$ cat src/rtl/glyph_text_streamer_pkg.sv
// rtl/glyph_text_streamer_pkg.sv - shared constants and state encoding for the glyph text streamer
package glyph_text_streamer_pkg;

   localparam int GLYPH_W     = 8;
   localparam int GLYPH_H     = 16;
   localparam int RGB565_W    = 16;
   localparam int LCD_W       = 240;
   localparam int LCD_H       = 320;
   localparam int PIX_ENTRY_W = RGB565_W + 1;

   typedef enum logic [1:0] {
      IDLE  = 2'd0,
      RUN   = 2'd1,
      DRAIN = 2'd2
   } state_t;

endpackage

$ cat src/rtl/glyph_pix_fifo.sv
// rtl/glyph_pix_fifo.sv - synchronous pixel FIFO (colour + last flag) with occupancy count
module glyph_pix_fifo
   import glyph_text_streamer_pkg::*;
#(
   parameter int WIDTH = PIX_ENTRY_W,
   parameter int DEPTH = 4,
   localparam int PTR_W = $clog2(DEPTH),
   localparam int CNT_W = PTR_W + 1
) (
   input  logic             clk,
   input  logic             rst_n,
   input  logic             push,
   input  logic [WIDTH-1:0] push_data,
   input  logic             pop,
   output logic [WIDTH-1:0] head,
   output logic             empty,
   output logic [CNT_W-1:0] count
);

   logic [WIDTH-1:0] mem [DEPTH];
   logic [PTR_W-1:0] wr_ptr;
   logic [PTR_W-1:0] rd_ptr;

   // Storage needs no reset; the head is only looked at while count is non-zero
   always_ff @(posedge clk) begin
      if (push) begin
         mem[wr_ptr] <= push_data;
      end
   end

   // Pointers wrap naturally because DEPTH is a power of two
   always_ff @(posedge clk or negedge rst_n) begin
      if (!rst_n) begin
         wr_ptr <= '0;
         rd_ptr <= '0;
         count  <= '0;
      end else begin
         if (push) wr_ptr <= wr_ptr + PTR_W'(1);
         if (pop)  rd_ptr <= rd_ptr + PTR_W'(1);
         case ({push, pop})
            2'b10:   count <= count + CNT_W'(1);
            2'b01:   count <= count - CNT_W'(1);
            default: count <= count;
         endcase
      end
   end

   assign head  = mem[rd_ptr];
   assign empty = (count == '0);

endmodule

$ cat src/rtl/glyph_text_streamer.sv
// rtl/glyph_text_streamer.sv - text-mode glyph renderer to RGB565 stream; cursor option via GLYPH_TEXT_CURSOR_EN
module glyph_text_streamer
   import glyph_text_streamer_pkg::*;
#(
   parameter int TEXT_COLS  = LCD_W / GLYPH_W,
   parameter int TEXT_ROWS  = LCD_H / GLYPH_H,
   parameter int ADDR_W     = 10,
   parameter int FIFO_DEPTH = 4
) (
   input  logic                clk,
   input  logic                rst_n,
   input  logic                start,
   input  logic [RGB565_W-1:0] fg_color,
   input  logic [RGB565_W-1:0] bg_color,
`ifdef GLYPH_TEXT_CURSOR_EN
   input  logic [ADDR_W-1:0]   cursor_col,
   input  logic [ADDR_W-1:0]   cursor_row,
   input  logic                cursor_on,
`endif
   output logic                busy,
   output logic                done,
   output logic [ADDR_W-1:0]   txt_addr,
   input  logic [7:0]          txt_data,
   output logic [6:0]          ascii_code,
   output logic [3:0]          font_row,
   output logic [2:0]          font_col,
   input  logic                font_pixel,
   output logic [RGB565_W-1:0] pix_data,
   output logic                pix_valid,
   input  logic                pix_ready,
   output logic                pix_last
);

   localparam int CNT_W = $clog2(FIFO_DEPTH) + 1;

   state_t state;
   state_t state_nx;

   logic [RGB565_W-1:0] fg_l;
   logic [RGB565_W-1:0] bg_l;

   logic [2:0]        px;
   logic [ADDR_W-1:0] char_col;
   logic [3:0]        frow;
   logic [ADDR_W-1:0] char_row;

   logic              s1_valid;
   logic              s1_last;
   logic [2:0]        s1_px;
   logic [3:0]        s1_frow;
   logic              s2_valid;
   logic              s2_last;
   logic              s2_inv;
   logic [RGB565_W-1:0] s2_colour;

   logic [CNT_W-1:0]       fifo_count;
   logic                   fifo_empty;
   logic [PIX_ENTRY_W-1:0] fifo_head;

   logic start_ok;
   logic issue;
   logic issue_last;
   logic px_wrap;
   logic col_wrap;
   logic frow_wrap;
   logic row_last;
   logic drained;

`ifdef GLYPH_TEXT_CURSOR_EN
   logic [ADDR_W-1:0] cur_col_l;
   logic [ADDR_W-1:0] cur_row_l;
   logic              cur_on_l;
   logic              s1_cur;
   logic              s2_cur;
`endif

   assign start_ok  = (state == IDLE) && start;
   assign px_wrap   = (px == 3'd7);
   assign col_wrap  = (char_col == ADDR_W'(TEXT_COLS - 1));
   assign frow_wrap = (frow == 4'd15);
   assign row_last  = (char_row == ADDR_W'(TEXT_ROWS - 1));

   // A credit is consumed for every pixel between issue and FIFO, so a push never finds the FIFO full
   assign issue      = (state == RUN) &&
                       ((int'(fifo_count) + int'(s1_valid) + int'(s2_valid)) < FIFO_DEPTH);
   assign issue_last = issue && px_wrap && col_wrap && frow_wrap && row_last;
   assign drained    = !s1_valid && !s2_valid && fifo_empty;

   // State register
   always_ff @(posedge clk or negedge rst_n) begin
      if (!rst_n) state <= IDLE;
      else        state <= state_nx;
   end

   // Next-state: start only counts in IDLE, DRAIN waits for the last handshake to leave the FIFO
   always_comb begin
      state_nx = state;
      case (state)
         IDLE:    if (start)      state_nx = RUN;
         RUN:     if (issue_last) state_nx = DRAIN;
         DRAIN:   if (drained)    state_nx = IDLE;
         default:                 state_nx = IDLE;
      endcase
   end

   // Status outputs decoded from state; done is the DRAIN->IDLE cycle
   always_comb begin
      busy = (state != IDLE);
      done = (state == DRAIN) && drained;
   end

   // Latch pass configuration at start and walk the raster counters on each issue
   always_ff @(posedge clk or negedge rst_n) begin
      if (!rst_n) begin
         fg_l     <= '0;
         bg_l     <= '0;
         px       <= '0;
         char_col <= '0;
         frow     <= '0;
         char_row <= '0;
`ifdef GLYPH_TEXT_CURSOR_EN
         cur_col_l <= '0;
         cur_row_l <= '0;
         cur_on_l  <= 1'b0;
`endif
      end else if (start_ok) begin
         fg_l     <= fg_color;
         bg_l     <= bg_color;
         px       <= '0;
         char_col <= '0;
         frow     <= '0;
         char_row <= '0;
`ifdef GLYPH_TEXT_CURSOR_EN
         cur_col_l <= cursor_col;
         cur_row_l <= cursor_row;
         cur_on_l  <= cursor_on;
`endif
      end else if (issue) begin
         px <= px + 3'd1;
         if (px_wrap) begin
            char_col <= col_wrap ? '0 : char_col + ADDR_W'(1);
            if (col_wrap) begin
               frow <= frow + 4'd1;
               if (frow_wrap) begin
                  char_row <= row_last ? '0 : char_row + ADDR_W'(1);
               end
            end
         end
      end
   end

   // Two-stage pipeline: S1 holds the buffer lookup, S2 holds the font lookup; it never stalls
   always_ff @(posedge clk or negedge rst_n) begin
      if (!rst_n) begin
         txt_addr <= '0;
         s1_valid <= 1'b0;
         s1_last  <= 1'b0;
         s1_px    <= '0;
         s1_frow  <= '0;
         s2_valid <= 1'b0;
         s2_last  <= 1'b0;
         s2_inv   <= 1'b0;
`ifdef GLYPH_TEXT_CURSOR_EN
         s1_cur   <= 1'b0;
         s2_cur   <= 1'b0;
`endif
      end else begin
         s1_valid <= issue;
         if (issue) begin
            txt_addr <= ADDR_W'(char_row * TEXT_COLS) + char_col;
            s1_px    <= px;
            s1_frow  <= frow;
            s1_last  <= issue_last;
`ifdef GLYPH_TEXT_CURSOR_EN
            s1_cur   <= cur_on_l && (char_col == cur_col_l) && (char_row == cur_row_l) &&
                        (frow[3:1] == 3'b111);
`endif
         end
         s2_valid <= s1_valid;
         if (s1_valid) begin
            s2_inv  <= txt_data[7];
            s2_last <= s1_last;
`ifdef GLYPH_TEXT_CURSOR_EN
            s2_cur  <= s1_cur;
`endif
         end
      end
   end

   assign ascii_code = s1_valid ? txt_data[6:0] : 7'd0;
   assign font_row   = s1_frow;
   assign font_col   = s1_px;

   // Colour select: invert attribute flips the glyph bit; the cursor bar forces a solid colour
   always_comb begin
      s2_colour = (font_pixel ^ s2_inv) ? fg_l : bg_l;
`ifdef GLYPH_TEXT_CURSOR_EN
      if (s2_cur) s2_colour = s2_inv ? bg_l : fg_l;
`endif
   end

   glyph_pix_fifo #(
      .WIDTH (PIX_ENTRY_W),
      .DEPTH (FIFO_DEPTH)
   ) u_fifo (
      .clk       (clk),
      .rst_n     (rst_n),
      .push      (s2_valid),
      .push_data ({s2_last, s2_colour}),
      .pop       (pix_valid && pix_ready),
      .head      (fifo_head),
      .empty     (fifo_empty),
      .count     (fifo_count)
   );

   assign pix_valid = !fifo_empty;
   assign pix_data  = pix_valid ? fifo_head[RGB565_W-1:0] : '0;
   assign pix_last  = pix_valid && fifo_head[RGB565_W];

endmodule

$ cat config.mk
export PLATFORM = sky130hd
export DESIGN_NAME = glyph_text_streamer
export DESIGN_NICKNAME = d
export VERILOG_FILES = /design/src/rtl/glyph_text_streamer_pkg.sv /design/src/rtl/glyph_pix_fifo.sv /design/src/rtl/glyph_text_streamer.sv
export SDC_FILE = /design/constraint.sdc
export NUM_CORES = 1
export LEC_CHECK = 0
export BUFFER_PORTS_ARGS = -buffer_cell sky130_fd_sc_hd__buf_2
export CAP_MARGIN = 15
export CORE_ASPECT_RATIO = 1.75
export CORE_MARGIN = 2
export CORE_UTILIZATION = 35
export CTS_BUF_LIST = sky130_fd_sc_hd__clkbuf_4
export DETAILED_ROUTE_END_ITERATION = 16
export HOLD_SLACK_MARGIN = 0.05
export SLEW_MARGIN = 20
export SYNTH_ARGS = -nofsm -noshare
export SYNTH_HDL_FRONTEND = slang
export SYNTH_SLANG_ARGS = --single-unit
$ cat constraint.sdc
create_clock -name clk -period 3.25 [get_ports clk]
set_input_delay 0.65 -clock clk [delete_from_list [all_inputs] [get_ports clk]]
set_output_delay 0.65 -clock clk [all_outputs]
set_load 0.1 [all_outputs]
Word-level counts from Yosys, hierarchy flattened
Memories as Yosys holds them, arrays and structs flattened.
Cells that the tools add are included.

storage, ports and cells
  bits in latches = 0
  word-level logic and storage cells = 96
  ROM bits = 0
  memories kept = 1
  input bits = 45
  RAM bits = 68
  output and inout bits = 44
  bits in registers = 90

memories
  memory      words  width  read ports  clocked after Yosys merged registers in  wr ports  RTL line              RTL
  u_fifo.mem  4      17     1           0                                        1         glyph_pix_fifo.sv:20  logic [WIDTH-1:0] mem [DEPTH];

operators by class
  mux-type cells = 26
  bitwise logic cells = 1
  add/sub/neg operators = 11
  equal/unequal tests = 11
  divide/modulo/power cells = 0
  shift operators = 0
  reduce and logical (&&, ||, !) cells = 26
  multipliers = 1
  order comparisons = 1

operators by type and width
  kind                                                                    count
  10-bit two-way mux                                                      10
  16-bit two-way mux                                                      2
  10-bit by 1-bit adder with 10-bit output, second input constant         2
  10-bit by 5-bit equality test with 1-bit output, second input constant  2
  4-bit two-way mux                                                       4
  2-bit nonzero test                                                      6
  1-bit logical AND                                                       11
  10-bit adder                                                            1
  10-bit by 4-bit multiplier with 9-bit output, second input constant     1
  7-bit two-way mux                                                       1
  3-bit by 1-bit adder with 3-bit output, second input constant           2
  2-bit two-way mux                                                       3
  3-bit two-way mux                                                       2
  2-bit inequality test, second input constant                            3
  2-bit case mux with 3 select lines                                      1
  3-bit case mux with 2 select lines                                      1
  3-bit AND reduction                                                     2
  4-bit by 1-bit adder with 5-bit output                                  1
  5-bit by 3-bit < comparator with 1-bit output, second input constant    1
  2-bit by 1-bit adder with 2-bit output, second input constant           2
  3-bit by 1-bit adder with 4-bit output                                  1
  4-bit by 1-bit adder with 4-bit output, second input constant           1
  2-bit by 1-bit equality test with 1-bit output, second input constant   2
  2-bit equality test, second input constant                              2
  other kinds (10)                                                        13

Depth between registers and ports, before layout
  word-level depth = 10
  gate-level depth with buffers = 16

Cells and area by module
From an unflattened synthesis, not the netlist that was laid out.

second synthesis, totals
  cell total of the unflattened synthesis = 654
  area total of the unflattened synthesis = 7766.2 um^2

by module, submodules not included
  module               times used  cells each  area an instance (um^2)  seq. area each (um^2)
  glyph_text_streamer  1           530         4877.2                   2077.0
  glyph_pix_fifo       1           124         2889.0                   2217.1

Least setup slack after synthesis
OpenSTA, ideal clock, no wires.

  path type = register -> output
  start point = register u_fifo.count[1]
  end point = output done
  stages on the path, launching flop included = 4
  path slack = -1217 ps
  buffers on the path = 1
  required time = 2600 ps
  data arrival time = 3817 ps
  cell sequence = dfrtp_1 or3_1 clkbuf_1 nor4_1

between the ends
  longest elaborated chain between the ends = 3

RTL lines
  item                    RTL line                    RTL
  start, declared         glyph_pix_fifo.sv:17        output logic [CNT_W-1:0] count
  start signal, assigned  glyph_pix_fifo.sv:41        2'b10: count <= count + CNT_W'(1);
  start signal, assigned  glyph_pix_fifo.sv:42        2'b01: count <= count - CNT_W'(1);
  start signal, assigned  glyph_pix_fifo.sv:43        default: count <= count;
  3-bit zero test         glyph_pix_fifo.sv:49        assign empty = (count == '0);
  1-bit logical AND       glyph_text_streamer.sv:87   assign drained = !s1_valid && !s2_valid && fifo_empty;
  1-bit logical AND       glyph_text_streamer.sv:109  done = (state == DRAIN) && drained;
  end, declared           glyph_text_streamer.sv:21   output logic done,

No other way between the ends.

Final worst setup path
  start point = register char_row[1]
  end point = register txt_addr[8]

between the ends
  longest elaborated chain between the ends = 2

RTL lines
  item                                          RTL line                    RTL
  start, declared                               glyph_text_streamer.sv:45   logic [ADDR_W-1:0] char_row;
  start signal, assigned                        glyph_text_streamer.sv:145  char_row <= row_last ? '0 : char_row + ADDR_W'(1);
  10-bit by 4-bit multiplier with 9-bit output  glyph_text_streamer.sv:170  txt_addr <= ADDR_W'(char_row * TEXT_COLS) + char_col;
  10-bit adder                                  glyph_text_streamer.sv:170
  end signal, assigned                          glyph_text_streamer.sv:170
  end, declared                                 glyph_text_streamer.sv:22   output logic [ADDR_W-1:0] txt_addr,

No other way between the ends.
A chain may end at the register's enable or synchronous reset.

==> run_results.csv <==
group,metric,value,unit
pwr,power_density,981.0,mW/mm^2
global_route,grt_max_degree,54,
flow_run,cap_violations,0,
floorplan,die_h,199.6,um
global_route,grt-ovfl-total,0,
sta,setup_viol,3,
detailed_routing,vias,5016,
detailed_routing,wirelength,15990,um
pwr,p_clk_share,13.5,%
clock_network,cts_tree,"done",
clock_network,clkTransAtPathRegs,140,ps
sta,tightest_slew,890.7,ps
pwr,seq_power_share,34.6,%
pwr,internal-power,4.489,mW
sta,hold_viol,0,
sta,rsz0062_at_grt,"true",
synth,synth_seq_area_share,56.12,%
sta,fin_crit_sh,104.1,%
pwr,pwr-share-comb,51.9,%
floorplan,dieArea,0.02311,sq mm
critical_path,start_kind,"register",
global_route,grt_pass1_wl,25960,um
detailed_routing,ant_nets,0,
placed_design,place_ws,-197.8,ps
critical_path,cp.required,3700,ps
pwr,power.switching,4.337,mW
sta,relSlewSlack,40.62,%
pwr,vdd_drop_max,0.5399,mV
pwr,p_leak,4.109,nW
detailed_routing,drtIter0Drc,265,
worst_hold_path,hold_path_class,"input port to asynchronous set/reset pin",
clock_network,htreeDepth,4,
sta,worst_slack,-133.9,ps
critical_path,end_kind,"register",
synth,async_reset_ff_share,56.96,%
synth,synth_cell_types,46,
clock_network,clock_latency,550,ps
sta,period_minus_slack,3384,ps
synth,synth_area,0.007651,sq mm
cells_and_area,area_growth,17.58,%
detailed_routing,viasPerCell,4.670,
floorplan,io-pin-count,89,
floorplan,row_count,71,
global_route,antenna_found_initial,1,
synth,synth_ff_type,"dfrtp_1",
cells_and_area,final_nets,861,
synth,netlist_instances,653,
detailed_routing,routedWlPerCell,14.89,um
outcome,violations,"setup timing",
outcome,status,"complete, but fails checks",
cells_and_area,drive_gt1_share,26.89,%
global_route,first_global_vias,5208,
placed_design,portBuffers,88,
clock_network,numCtsBuffers,17,
sta,drv_slew,0,
detailed_routing,drc,0,
floorplan,die_w,115.8,um
placed_design,dpl.hpwl,11540,um
sta,hold_slack,153.3,ps
pwr,swShare,49.14,%
clock_network,holdBufCountCts,0,
synth,synth_fp_nets,746,
clock_network,cts_num_sinks,158,
detailed_routing,drt-pass1-iter-count,4,
sta,max_freq,295.5,MHz
synth,ys_seq_elements,158,
floorplan,start_util,35.59,%
floorplan,coreArea,0.02150,sq mm
sta,clock_skew,21.44,ps
placed_design,gp_congestion,0.8148,
clock_network,root_buffer,"clkbuf_4",
synth,synth_edf_count,68,
synth,post_synth.cell_area_avg,11.72,sq um
synth,synth_warnings,0,
global_route,track_usage,14.75,%
critical_path,crit_fanout,3,
critical_path,crit_type,"register to register",
critical_path,critical_path_arrival,3830,ps
clock_network,clk_path_buf_depth,2,
## cell type report
class                      count  area, sq um
clock buffer                  18        135.1
tap                          292        365.4
multi-input combinational    440         3236
inverter                      31        116.4
sequential                   158         4295
clock inverter                14        150.1
fill                        2127        12500
antenna                        1        2.502
timing repair buffer         120        695.7
## synth_stat cells, drive strengths merged (4+ instances only)
master,instances,share of area (%)
nand2,159,7.9
dfrtp,90,29
edfxtp,68,27
ha,35,5.7
and2,31,2.5
inv,31,1.5
o21ai,24,1.6
nor2,23,1.1
a21oi,22,1.4
xnor2,21,2.4
clkbuf,19,0.93
mux2,18,2.6
mux4,17,5.0
fa,13,3.4
nand3,10,0.65
xor2,10,1.1
nand4,9,0.74
a21o,5,0.49
buf,5,0.33
and3,4,0.41
nor3,4,0.26
nor3b,4,0.39
## layout by cell type, fill, tap and decap left out, types with 4 or more instances in the layout
cell type / n
nand2_1: 158
dfrtp_1: 89
buf_2: 87
edfxtp_1: 68
ha_1: 33
buf_4: 32
and2_1: 30
inv_1: 28
nor2_1: 23
o21ai_0: 21
xnor2_1: 20
a21oi_1: 18
mux2_2: 18
clkbuf_4: 18
mux4_2: 17
fa_1: 13
xor2_1: 10
nand3_1: 10
nand4_1: 9
clkinv_2: 6
a21o_1: 5
a21oi_2: 4
nor3_1: 4
## registers in the layout, summed over array words and instances (netlist names), 2 cells and up
name           flops
u_fifo.mem        68
bg_l              16
fg_l              16
char_col          10
char_row          10
txt_addr          10
font_row           4
frow               4
font_col           3
px                 3
u_fifo.count       3
state              2
u_fifo.rd_ptr      2
u_fifo.wr_ptr      2
## stage by stage
stage	total power, mW	std cells	TNS [ps]	area [sq um]	utilization [%]
floorplan	6.735	653	-60.24	7679	-
global placement	7.644	1038	-261.9	8630	40.14
detailed placement	7.708	1038	-499.5	8630	40.14
CTS	8.946	1072	-283.7	8956	41.66
global route	9.354	1074	-883.2	8996	41.85
finish	8.826	1074	-311.7	8996	41.85
## layer usage
metal  up-vias  GRT usage (%)  wire (um)
met3        29          2.426        403
met4         0          6.305        488
li1       2451              -          -
met2        81          27.49       8957
met1      2455          16.22       6143
met5         -              0          0
## timing repair
item,4_1_cts,5_1_grt
buffers inserted,2,1
setup endpoints to repair,3,5
pin swaps,6,8
gates resized for setup,5,7
## cells by family (layout without fill, tap and decap cells)
| logic type | count (synthesis) | after routing | synth area share (%) |
|---|---|---|---|
| compound gates | 60 | 60 | 4.416 |
| mux | 37 | 37 | 7.915 |
| buf+inv | 55 | 183 | 2.780 |
| flops | 158 | 158 | 56.12 |
| simple gates | 264 | 264 | 16.09 |
| other cells | 0 | 1 | 0 |
| xor+xnor | 31 | 31 | 3.549 |
| fa+ha+maj | 48 | 48 | 9.125 |
## worst max-delay path: stages (launching register included)
cell and delay, ps:
dfrtp_1 430, fa_1 590, inv_2 40, fa_1 480, inv_2 60, ha_4 200, a21o_1 150, a21oi_2 150
buf_4 130, xnor2_1 110, ha_1 270, a21o_1 200, a31oi_2 180, mux2i_1 200, nand4_1 90
## final timing paths
kind / depth (start not counted) / start / endpoint / slack (ps)
setup / recovery: 14 / char_row[1] / txt_addr[8] / -130
hold / removal: 1 / rst_n / px[0] / 150
setup reg to reg: 14 / char_row[1] / txt_addr[8] / -130
hold reg to reg: 2 / txt_addr[2] / txt_addr[2] / 480
max in group asynchronous: 2 / rst_n / bg_l[3] / 2430
min in group clk: 3 / fg_color[4] / fg_l[4] / 290
## power by group through the flow
stage | Combinational, mW | Clock (mW) | Sequential (mW)
after floorplan | 3.16 | 0 | 3.57
after global placement | 4.56 | 0 | 3.09
after detailed placement | 4.60 | 0 | 3.11
after CTS | 4.64 | 1.25 | 3.06
after global routing | 4.92 | 1.31 | 3.12
final | 4.58 | 1.19 | 3.05
(Power assumes the default switching activity.)
